### config.mk
export PLATFORM = sky130hd
export DESIGN_NAME = mul_acc_drain
export DESIGN_NICKNAME = d
export VERILOG_FILES = /design/src/rtl/mul_acc_drain.sv
export SDC_FILE = /design/constraint.sdc
export NUM_CORES = 1
export LEC_CHECK = 0
export BUFFER_PORTS_ARGS = -buffer_cell sky130_fd_sc_hd__buf_2
export CORE_MARGIN = 1.5
export CORE_UTILIZATION = 55
export CTS_CLUSTER_SIZE = 28
export DETAILED_ROUTE_END_ITERATION = 8
export MAX_ROUTING_LAYER = met4
export PLACE_DENSITY = 0.77
export SETUP_SLACK_MARGIN = 0.05
export SLEW_MARGIN = 20
export SYNTH_ARGS = -nofsm -noshare
export SYNTH_HDL_FRONTEND = slang
export SYNTH_SLANG_ARGS = --single-unit
### constraint.sdc
create_clock -name clk -period 3.49 [get_ports clk]
set_input_delay 0.698 -clock clk [delete_from_list [all_inputs] [get_ports clk]]
set_output_delay 0.698 -clock clk [all_outputs]
set_load 0.05 [all_outputs]
### src/rtl/mul_acc_drain.sv
// mul_acc_drain: drains products from a sequential multiplier through its
// rd_ready/rd_en handshake and sums VEC_LEN of them into one dot-product
// result. The result is presented on a valid/ready port. While a result
// waits for the consumer, the read strobe is withheld so the multiplier
// stalls.
//
// Build option: define MUL_ACC_SAT_EN to clamp the accumulator at all-ones
// on carry-out. Without it, the accumulator wraps modulo 2^ACC_WIDTH.
// In both builds, ovf reports that a carry occurred in the emitted sum.
module mul_acc_drain #(
    parameter int RES_WIDTH = 64,
    parameter int VEC_LEN   = 4,
    parameter int ACC_WIDTH = RES_WIDTH + $clog2(VEC_LEN + 1),
    parameter int CNT_WIDTH = $clog2(VEC_LEN + 1)
) (
    input  logic                 clk,
    input  logic                 reset,
    input  logic                 mul_rd_ready,
    input  logic [RES_WIDTH-1:0] mul_rd_data,
    output logic                 mul_rd_en,
    input  logic                 flush,
    output logic [ACC_WIDTH-1:0] out_data,
    output logic                 out_valid,
    input  logic                 out_ready,
    output logic [CNT_WIDTH-1:0] out_cnt,
    output logic                 ovf
);

    // Count value at which the next handshake completes a full vector.
    localparam logic [CNT_WIDTH-1:0] LAST_CNT = CNT_WIDTH'(VEC_LEN - 1);

    typedef enum logic {
        ACCUM = 1'b0,
        HOLD  = 1'b1
    } state_t;

    state_t                 state_reg;
    logic [ACC_WIDTH-1:0]   acc_reg;
    logic [CNT_WIDTH-1:0]   cnt_reg;
    logic                   ovf_int_reg;
    logic [ACC_WIDTH-1:0]   out_data_reg;
    logic                   out_valid_reg;
    logic [CNT_WIDTH-1:0]   out_cnt_reg;
    logic                   ovf_reg;

    logic                   hs;
    logic                   close_vec;
    logic [ACC_WIDTH:0]     prod_ext;
    logic [ACC_WIDTH:0]     sum_wide;
    logic                   carry;
    logic [ACC_WIDTH-1:0]   acc_next;
    logic [CNT_WIDTH-1:0]   cnt_next;
    logic                   ovf_next;

    // Read strobe: a product is taken only while accumulating and the
    // multiplier has one ready; stale data is never sampled.
    assign hs        = (state_reg == ACCUM) && mul_rd_ready;
    assign mul_rd_en = hs;

    // Candidate accumulator update. The product is zero-extended one bit
    // beyond the accumulator so the carry-out can be observed.
    always_comb begin
        prod_ext = {{(ACC_WIDTH + 1 - RES_WIDTH){1'b0}}, mul_rd_data};
        sum_wide = {1'b0, acc_reg} + prod_ext;
        carry    = sum_wide[ACC_WIDTH];
        acc_next = acc_reg;
        cnt_next = cnt_reg;
        ovf_next = ovf_int_reg;
        if (hs) begin
`ifdef MUL_ACC_SAT_EN
            // A saturated accumulator stays at all-ones: any further
            // non-zero addend produces a carry and clamps again.
            acc_next = carry ? {ACC_WIDTH{1'b1}} : sum_wide[ACC_WIDTH-1:0];
`else
            acc_next = sum_wide[ACC_WIDTH-1:0];
`endif
            cnt_next = cnt_reg + CNT_WIDTH'(1);
            ovf_next = ovf_int_reg | carry;
        end
    end

    // A vector closes on its last product, or on flush when there is at
    // least one product to report (already held or arriving now).
    always_comb begin
        close_vec = 1'b0;
        if (state_reg == ACCUM) begin
            if (hs && (cnt_reg == LAST_CNT)) begin
                close_vec = 1'b1;
            end
            if (flush && ((cnt_reg != '0) || hs)) begin
                close_vec = 1'b1;
            end
        end
    end

    // Control FSM with registered result outputs; reset discards any partial sum.
    always_ff @(posedge clk) begin
        if (reset) begin
            state_reg     <= ACCUM;
            acc_reg       <= '0;
            cnt_reg       <= '0;
            ovf_int_reg   <= 1'b0;
            out_data_reg  <= '0;
            out_valid_reg <= 1'b0;
            out_cnt_reg   <= '0;
            ovf_reg       <= 1'b0;
        end else begin
            case (state_reg)
                ACCUM: begin
                    if (close_vec) begin
                        out_data_reg  <= acc_next;
                        out_cnt_reg   <= cnt_next;
                        ovf_reg       <= ovf_next;
                        out_valid_reg <= 1'b1;
                        acc_reg       <= '0;
                        cnt_reg       <= '0;
                        ovf_int_reg   <= 1'b0;
                        state_reg     <= HOLD;
                    end else if (hs) begin
                        acc_reg       <= acc_next;
                        cnt_reg       <= cnt_next;
                        ovf_int_reg   <= ovf_next;
                    end
                end
                HOLD: begin
                    // Result registers stay frozen until the consumer takes them.
                    if (out_valid_reg && out_ready) begin
                        out_valid_reg <= 1'b0;
                        state_reg     <= ACCUM;
                    end
                end
                default: begin
                    state_reg <= ACCUM;
                end
            endcase
        end
    end

    assign out_data  = out_data_reg;
    assign out_valid = out_valid_reg;
    assign out_cnt   = out_cnt_reg;
    assign ovf       = ovf_reg;

endmodule

* Word-level counts from Yosys, hierarchy flattened
Index checks and enable logic that the tools add are counted.
** Storage, ports and cells
- Register bits after elaboration :: 144
- Bits of input ports :: 69
- Output and inout port bits :: 73
- Word-level logic and storage cells :: 43
** Cells by class
- Add/sub/neg operators :: 2
- Equal/unequal tests :: 3
- Muxes and demuxes :: 18
- Bitwise gates (word level) :: 2
- Reduce and logical (&&, ||, !) cells :: 10
** Operator list (number)
- $mux 67 :: 3
- $add 67x64->68 :: 1
- $mux 1 :: 10
- $mux 3 :: 3
- $reduce_and 2->1 :: 3
- $logic_and 1x1->1 :: 4
- $pmux 1 s2 :: 2
- $add 3x1->3 const B :: 1
- $eq 3x2->1 const B :: 1
- $reduce_bool 3->1 :: 1
- $ne 2x1->1 const B :: 1
- $ne 2x2->1 const B :: 1
- $reduce_bool 2->1 :: 1
- $logic_or 1x1->1 :: 1
- $not 1->1 :: 1
- $or 1x1->1 :: 1

* Longest topological paths before layout
Gate-level depths: netlist of the first run.
- Word-level depth :: 8
- Mapped depth :: 11

* Worst setup path after synthesis of the first run
Ideal clock, no wire load.
- Path kind :: input to register
- Start point :: input mul_rd_data[23]
- End point :: register acc_reg[62]
- Data arrival time :: 3.150 ns
- Data required time :: 3.428 ns
- Slack :: 0.278 ns
- Stages :: 11
- Path buffers :: 1
- Cells stage by stage :: ha_1 > buf_6 > a211oi_2 > o21bai_1 > a21o_1 > a211o_4 > a221oi_4 > a2111oi_4 > o21a_1 > or4_1 > nand3_1
** On the way
- Cells in the longest elaborated chain, start to end :: 4
** Ends and longest elaborated chain
- start: declaration :: RTL line 19 : input logic [RES_WIDTH-1:0] mul_rd_data,
- $add 67x64->68 :: RTL line 64 : sum_wide = {1'b0, acc_reg} + prod_ext;
- $mux 67 :: RTL line 69 : if (hs) begin
- $mux 67 :: RTL line 119 : end else if (hs) begin
- $mux 67 :: RTL line 110 : if (close_vec) begin
- end signal: assignment :: RTL line 120 : acc_reg <= acc_next;
- end: declaration :: RTL line 38 : logic [ACC_WIDTH-1:0] acc_reg;
Every way passes these cells. The select of a mux whose other input is x is not followed.
A chain may end at the register's enable or synchronous reset.

* Final worst setup path of the first run
- Start point :: input mul_rd_data[16]
- End point :: register out_data_reg[45], in the netlist out_data[45]
** On the way
- Cells in the longest elaborated chain, start to end :: 2
** Ends and longest elaborated chain
- $add 67x64->68 :: RTL line 64
- $mux 67 :: RTL line 69
- end signal: assignment :: RTL line 111 : out_data_reg <= acc_next;
- end: declaration :: RTL line 41 : logic [ACC_WIDTH-1:0] out_data_reg;
Every way passes these cells.

==> flow_summary.yaml, run 1 <==
timing:
  period_minus_slack_ns: 3.26
  max_slew_margin_pct: 48.5
  setup_viol_count_final: 0
  rsz0062_at_grt: "yes"
  hold_violations: 0
  fin_crit_sh_pct: 93.4
  final-max-slew-violation-count: 0
  tightest_slew_ns: 0.769
  setup_slack_ns: 0.230
  fin_skew_ns: 0.00912
  fmax_mhz: 307
drt:
  detail_route.iter0.violations: 850
  avgViaCountPerCell: 6.18
  ant_nets: 0
  drt_pass1_iterations: 5
  drc: 0
  dr_total_vias: 10300
  wl_per_cell_microns: 17.9
  drt_wl_total_mm: 29.9
setup_path:
  path_buf_inv: 1
  worstSetupPathDepth: 11
  critical_path.max_fanout: 5
  path_delay_family: "simple AND/OR/NAND/NOR gates"
  cp_slowest_cell: "nor4_1"
  cp-end-kind: "flip-flop"
  r2r_start: "acc_reg[1]"
  cp_common_cell: "nor4_1"
  worst_path_largest_cell_delay_ns: 0.65
  startpoint: "mul_rd_data[16]"
  critPathLaunchType: "primary input"
  crit_chain: "buf_2 -> ha_1 -> a21oi_1 -> o21ai_1 -> a221oi_1 -> o21bai_1 -> nor4_1 -> nor4b_1 -> or3b_2 -> a21boi_0 -> nor4_1"
  r2r_cells: 10
  cp.arrival_ns: 3.55
  worstSetupPathType: "primary input to flip-flop"
  cp.required_ns: 3.78
synthesis:
  ys_types: 73
  syn-num-nets: 1373
  synth_seq_cells: 144
  syn-mean-instance-area_sq_um: 7.81
  synth_edf_count: 0
  syn-cell-area_sq_um: 9650
  ys_async_sr_fraction_pct: 0
  syn_inst: 1236
  seq_area_frac_synth_pct: 29.9
  synth_flop_cell: "dfxtp_1"
  yosysWarnings: 0
clock_network:
  cts_buffers: 17
  cts.htree.levels: 4
  cts_buffer_depth: 2
  cts_tree: "yes"
  cts_resized: 0
  path_clk_slew_ns: 0.06
  cts_hold_repair.buffers: 0
  insertion_delay_ns: 0.44
  postCtsSetupBuffers: 0
  clkSinkCount: 144
  root_buffer: "clkbuf_16"
floorplanning:
  rows: 48
  start_util_pct: 56.0
  dieArea_sq_um: 18300
  die_width_microns: 135
  ioPinCount: 142
  die_h_microns: 135
  coreArea_sq_um: 17200
finish:
  fin_nets: 1567
  fill_cells: 1405
  final_cells: 1668
  drive_above_1_share_pct: 21.7
  diodes: 0
  postLayoutCoreUtil_pct: 68.8
  syn2layout_area_growth_pct: 22.9
run:
  cap_violations: 0
status:
  status: "finished clean"
global_route:
  grt_start_max_net_pins: 70
  grt_pass1_vias: 9539
  grt_use_total_pct: 33.8
  grt_pass1_wl_mm: 47.7
  grt-ovfl-total: 0
  antenna_found_initial: 0
placement:
  placed_cells: 1636
  place_congestion: 0.942
  portBuffers: 141
  dp_hpwl_mm: 21.5
  place_ws_ns: -0.239
pwr:
  p_leak_nw: 5.58
  power.density_nw_per_um2: 552
  ir_worst_vdd_mv: 0.375
  total_power_mw: 6.55
worst_hold_path:
  hp-class: "flip-flop to flip-flop"
  min_delay_path_depth: 2
  hold_path_startpoint: "out_data[39]"
report_power, final:
group,internal (mW),switching (mW)
logic,0.914,1.69
clock network,1.19,0.768
registers,1.86,0.125
placed cells by master, fill, tap and decap left out, drive strengths merged, types with 4 or more instances in the layout:
cell,count
o2111ai,4
nand4,29
xor2,17
or3,11
a221oi,5
a21boi,7
xnor2,24
mux2i,23
a21o,60
and2,19
nand3,52
buf,261
o21ai,74
a31oi,23
a2111oi,8
o31ai,5
a211oi,45
dfxtp,144
nor4,7
nand2,70
o21a,11
nor2,149
and3,12
ha,67
nand2b,6
and4,8
or4,12
a21oi,127
o211ai,20
clkbuf,21
a211o,4
nor3,27
inv,34
o21bai,10
worst register-to-register path: stages, from the launching register on:
cell,delay (ns)
dfxtp_1,0.40
ha_1,0.26
a21oi_1,0.18
o21ai_0,0.15
a21oi_1,0.37
nor4_2,0.14
nor4_1,0.64
nor4b_1,0.15
or3b_2,0.51
a21boi_0,0.20
nor4_1,0.07
kinds of logic (layout without fill, tap and decap cells):
kind of cell             Yosys count  in the layout  synth area share [%]
AND/OR/NAND/NOR                  410            410                  20.4
multiplexers                      23             23                  2.39
flip-flops                       144            144                  29.9
XOR/XNOR                          41             41                  3.72
adder cells (fa/ha/maj)           68             68                  8.89
AO/OA/AOI/OAI                    433            433                  29.9
buffers and inverters            117            324                  4.80
per-stage QoR:
| stage | cell area (sq um) | hold slack, ns | setup TNS [ns] |
|---|---|---|---|
| after floorplan | 9650 | 0.424 | 0 |
| after global placement | 11200 | 0.441 | -1.19 |
| after detailed placement | 11200 | 0.450 | -1.93 |
| after CTS | 11800 | 0.458 | 0 |
| after global routing | 11900 | 0.495 | 0 |
| final | 11900 | 0.459 | 0 |
cells in the mapped netlist (all sizes together) (3+ instances only):
library cell	n	area (sq um)
xnor2	24	210
buf	14	73.8
and3	12	75.1
dfxtp	144	2880
or3	11	68.8
nand4	29	181
nor4	7	50.1
clkbuf	72	273
xor2	17	149
a21boi	7	52.6
a211o	4	43.8
and2	19	119
nor2b	3	18.8
a41oi	3	26.3
o221ai	3	26.3
a211oi	45	343
ha	67	838
nand2b	6	37.5
inv	31	116
a221oi	5	61.3
a2111oi	8	91.3
o21ai	74	370
o31ai	5	37.5
nand3	52	260
o2111ai	4	58.8
or4	12	90.1
o211ai	20	150
o211a	3	30.0
and4	8	70.1
nand2	70	263
nor2	149	562
nor3	27	135
o21a	11	82.6
a21oi	127	643
a21o	60	450
o21bai	10	75.1
mux2i	23	230
o311a	3	30.0
a31oi	23	144
cell type report:
class	count	area [sq um]	area share, %
clock buffers	21	470	3.97
clock inverters	11	153	1.29
inverters	31	116	0.981
multi-input cells	975	6330	53.4
flip-flops and latches	144	2880	24.3
well taps	225	282	2.37
repair buffers	261	1620	13.7
worst paths after layout:
| kind | to | slack, ns |
|---|---|---|
| worst max-delay path | out_data[45] | 0.23 |
| worst min-delay path | out_data[39] | 0.46 |
| worst max register to register | out_data[45] | 0.29 |
| worst min register to register | out_data[39] | 0.46 |
metal layers:
layer  vias up  wire length [microns]  track usage, %
met2       420                  13900            54.3
met3        75                   1880            4.30
met1      4837                  13200            43.1
met5         -                      0               -
met4         0                    895            13.3
li1       4982                      -               -
No activity file was read; power rests on OpenSTA's default activity.
==> run 2, diff against run 1 <==
==> constraint.sdc (replaced) <==
create_clock -name clk -period 3.6 [get_ports clk]
set_input_delay 0.72 -clock clk [delete_from_list [all_inputs] [get_ports clk]]
set_output_delay 0.72 -clock clk [all_outputs]
set_load 0.05 [all_outputs]
==> run 2 against run 1 <==
First-iteration DRC count rose by 2.9%. Global-route usage fell by 0.084 points. Wire length fell by 2.1%. Clock-buffer cell count fell by 2. Die area did not move. Worst hold slack got worse by 0.0059 ns. Non-clock buffer count fell by 32. Critical path type unchanged. Largest power group unchanged.
==> flow_summary.yaml, run 2 (same netlist as run 1, synthesis figures left out) <==
finish:
  final_cell_mix: "148 x nor2_1, 144 x dfxtp_1, 141 x buf_2, 124 x a21oi_1, 87 x buf_4"
  syn2layout_area_growth_pct: 20.6
  final_cells: 1636
  drive_above_1_share_pct: 19.9
  layout_commonest_cell: "nor2_1"
  diodes: 0
  fill_cells: 1437
  fin_nets: 1535
clock_network:
  cts_tree: "yes"
  cts.htree.levels: 4
  cts_hold_repair.buffers: 0
  path_clk_slew_ns: 0.06
  cts_resized: 0
  postCtsSetupBuffers: 0
  clkSinkCount: 144
  insertion_delay_ns: 0.44
  cts_buffers: 17
  cts_buffer_depth: 2
  root_buffer: "clkbuf_16"
timing:
  max_slew_margin_pct: 44.5
  tightest_slew_ns: 0.829
  fin_skew_ns: 0.0116
  fin_crit_sh_pct: 89.6
  hold_ws_ns: 0.453
  final-max-slew-violation-count: 0
  setup_slack_ns: 0.373
  hold_violations: 0
  period_minus_slack_ns: 3.23
  rsz0062_at_grt: "no"
  fmax_mhz: 310
  setup_viol_count_final: 0
setup_path:
  cp.required_ns: 3.92
  worstSetupPathType: "primary input to flip-flop"
  r2r_cells: 11
  critPathLaunchType: "primary input"
  cp-end-kind: "flip-flop"
  critical_path.max_fanout: 4
  regToRegSetupSlack_ns: 0.42
  cp.arrival_ns: 3.55
floorplanning:
  die_h_microns: 135
  coreArea_sq_um: 17200
  start_util_pct: 56.0
  rows: 48
  die_width_microns: 135
  dieArea_sq_um: 18300
  ioPinCount: 142
placement:
  placed_cells: 1604
  place_congestion: 0.992
  portBuffers: 141
  dp_hpwl_mm: 21.4
  place_ws_ns: -0.00737
pwr:
  power.density_nw_per_um2: 546
  p_leak_nw: 5.45
  ir_worst_vdd_mv: 0.355
drt:
  detail_route.iter0.violations: 875
  ant_nets: 0
  drc: 0
  avgViaCountPerCell: 6.22
  drt_pass1_iterations: 6
  drt_wl_total_mm: 29.3
  dr_total_vias: 10200
  wl_per_cell_microns: 17.9
worst_hold_path:
  min_delay_path_depth: 2
  hp-class: "flip-flop to flip-flop"
global_route:
  grt_start_max_net_pins: 60
  antenna_found_initial: 0
  grt-ovfl-total: 0
  grt_use_total_pct: 33.7
  grt_pass1_wl_mm: 47.9
  grt_pass1_vias: 9559
run:
  cap_violations: 0
status:
  status: "finished clean"
run 2: changes by cell type in the layout (fill, tap and decap cells not counted), sizes merged:
| cell | change |
|---|---|
| buf | -32 |
| clkbuf | -2 |
| clkinv | +2 |
| clkinvlp | -2 |
| bufinv | +1 |
| inv | +1 |
run 2: critical path: stages:
cell	delay (ns)
buf_2	0.10
ha_1	0.22
fa_1	0.41
a21o_1	0.21
nand3_1	0.14
a21oi_2	0.10
o2111a_2	0.33
o21ai_0	0.15
buf_4	0.13
o211a_1	0.24
o211ai_1	0.19
xnor2_1	0.18
a2111oi_1	0.41
run 2: area by class of cell:
cell class / instances / area, sq um / share of cell area [%]
Sequential cell: 144 / 2880 / 24.8
Multi-Input combinational cell: 975 / 6330 / 54.4
Tap cell: 225 / 282 / 2.42
Timing Repair Buffer: 229 / 1380 / 11.8
Clock buffer: 19 / 453 / 3.89
Inverter: 31 / 116 / 1.00
Clock inverter: 13 / 200 / 1.72
run 2: final timing paths:
path | start | to
setup / recovery | mul_rd_data[0] | out_data[54]
setup reg to reg | acc_reg[0] | out_data[64]
hold / removal | out_data[39] | out_data[39]
hold reg to reg | out_data[39] | out_data[39]
run 2: routing by layer:
| layer | share of wire (%) | global-route usage [%] | vias up |
|---|---|---|---|
| met4 | 2.7 | 12.7 | 0 |
| met2 | 46 | 52.4 | 412 |
| met5 | 0 | - | - |
| li1 | - | - | 4926 |
| met3 | 6.7 | 6.40 | 78 |
| met1 | 45 | 43.5 | 4756 |
run 2: per-stage QoR:
step | area (sq um) | util (%) | setup TNS [ns] | power (mW)
after global routing | 11600 | 67.5 | 0 | 6.67
after detailed placement | 11000 | 63.7 | -0.00737 | 4.35
after floorplan | 9650 | - | 0 | 3.66
after CTS | 11600 | 67.5 | 0 | 6.34
final | 11600 | 67.5 | 0 | 6.36
after global placement | 11000 | 63.7 | 0 | 4.32
run 2: where the power goes:
part	switching, mW	leakage, nW	internal, mW
sequential	0.121	1.18	1.80
clock	0.771	0.317	1.21
combinational	1.61	3.95	0.837
total	2.51	5.45	3.85
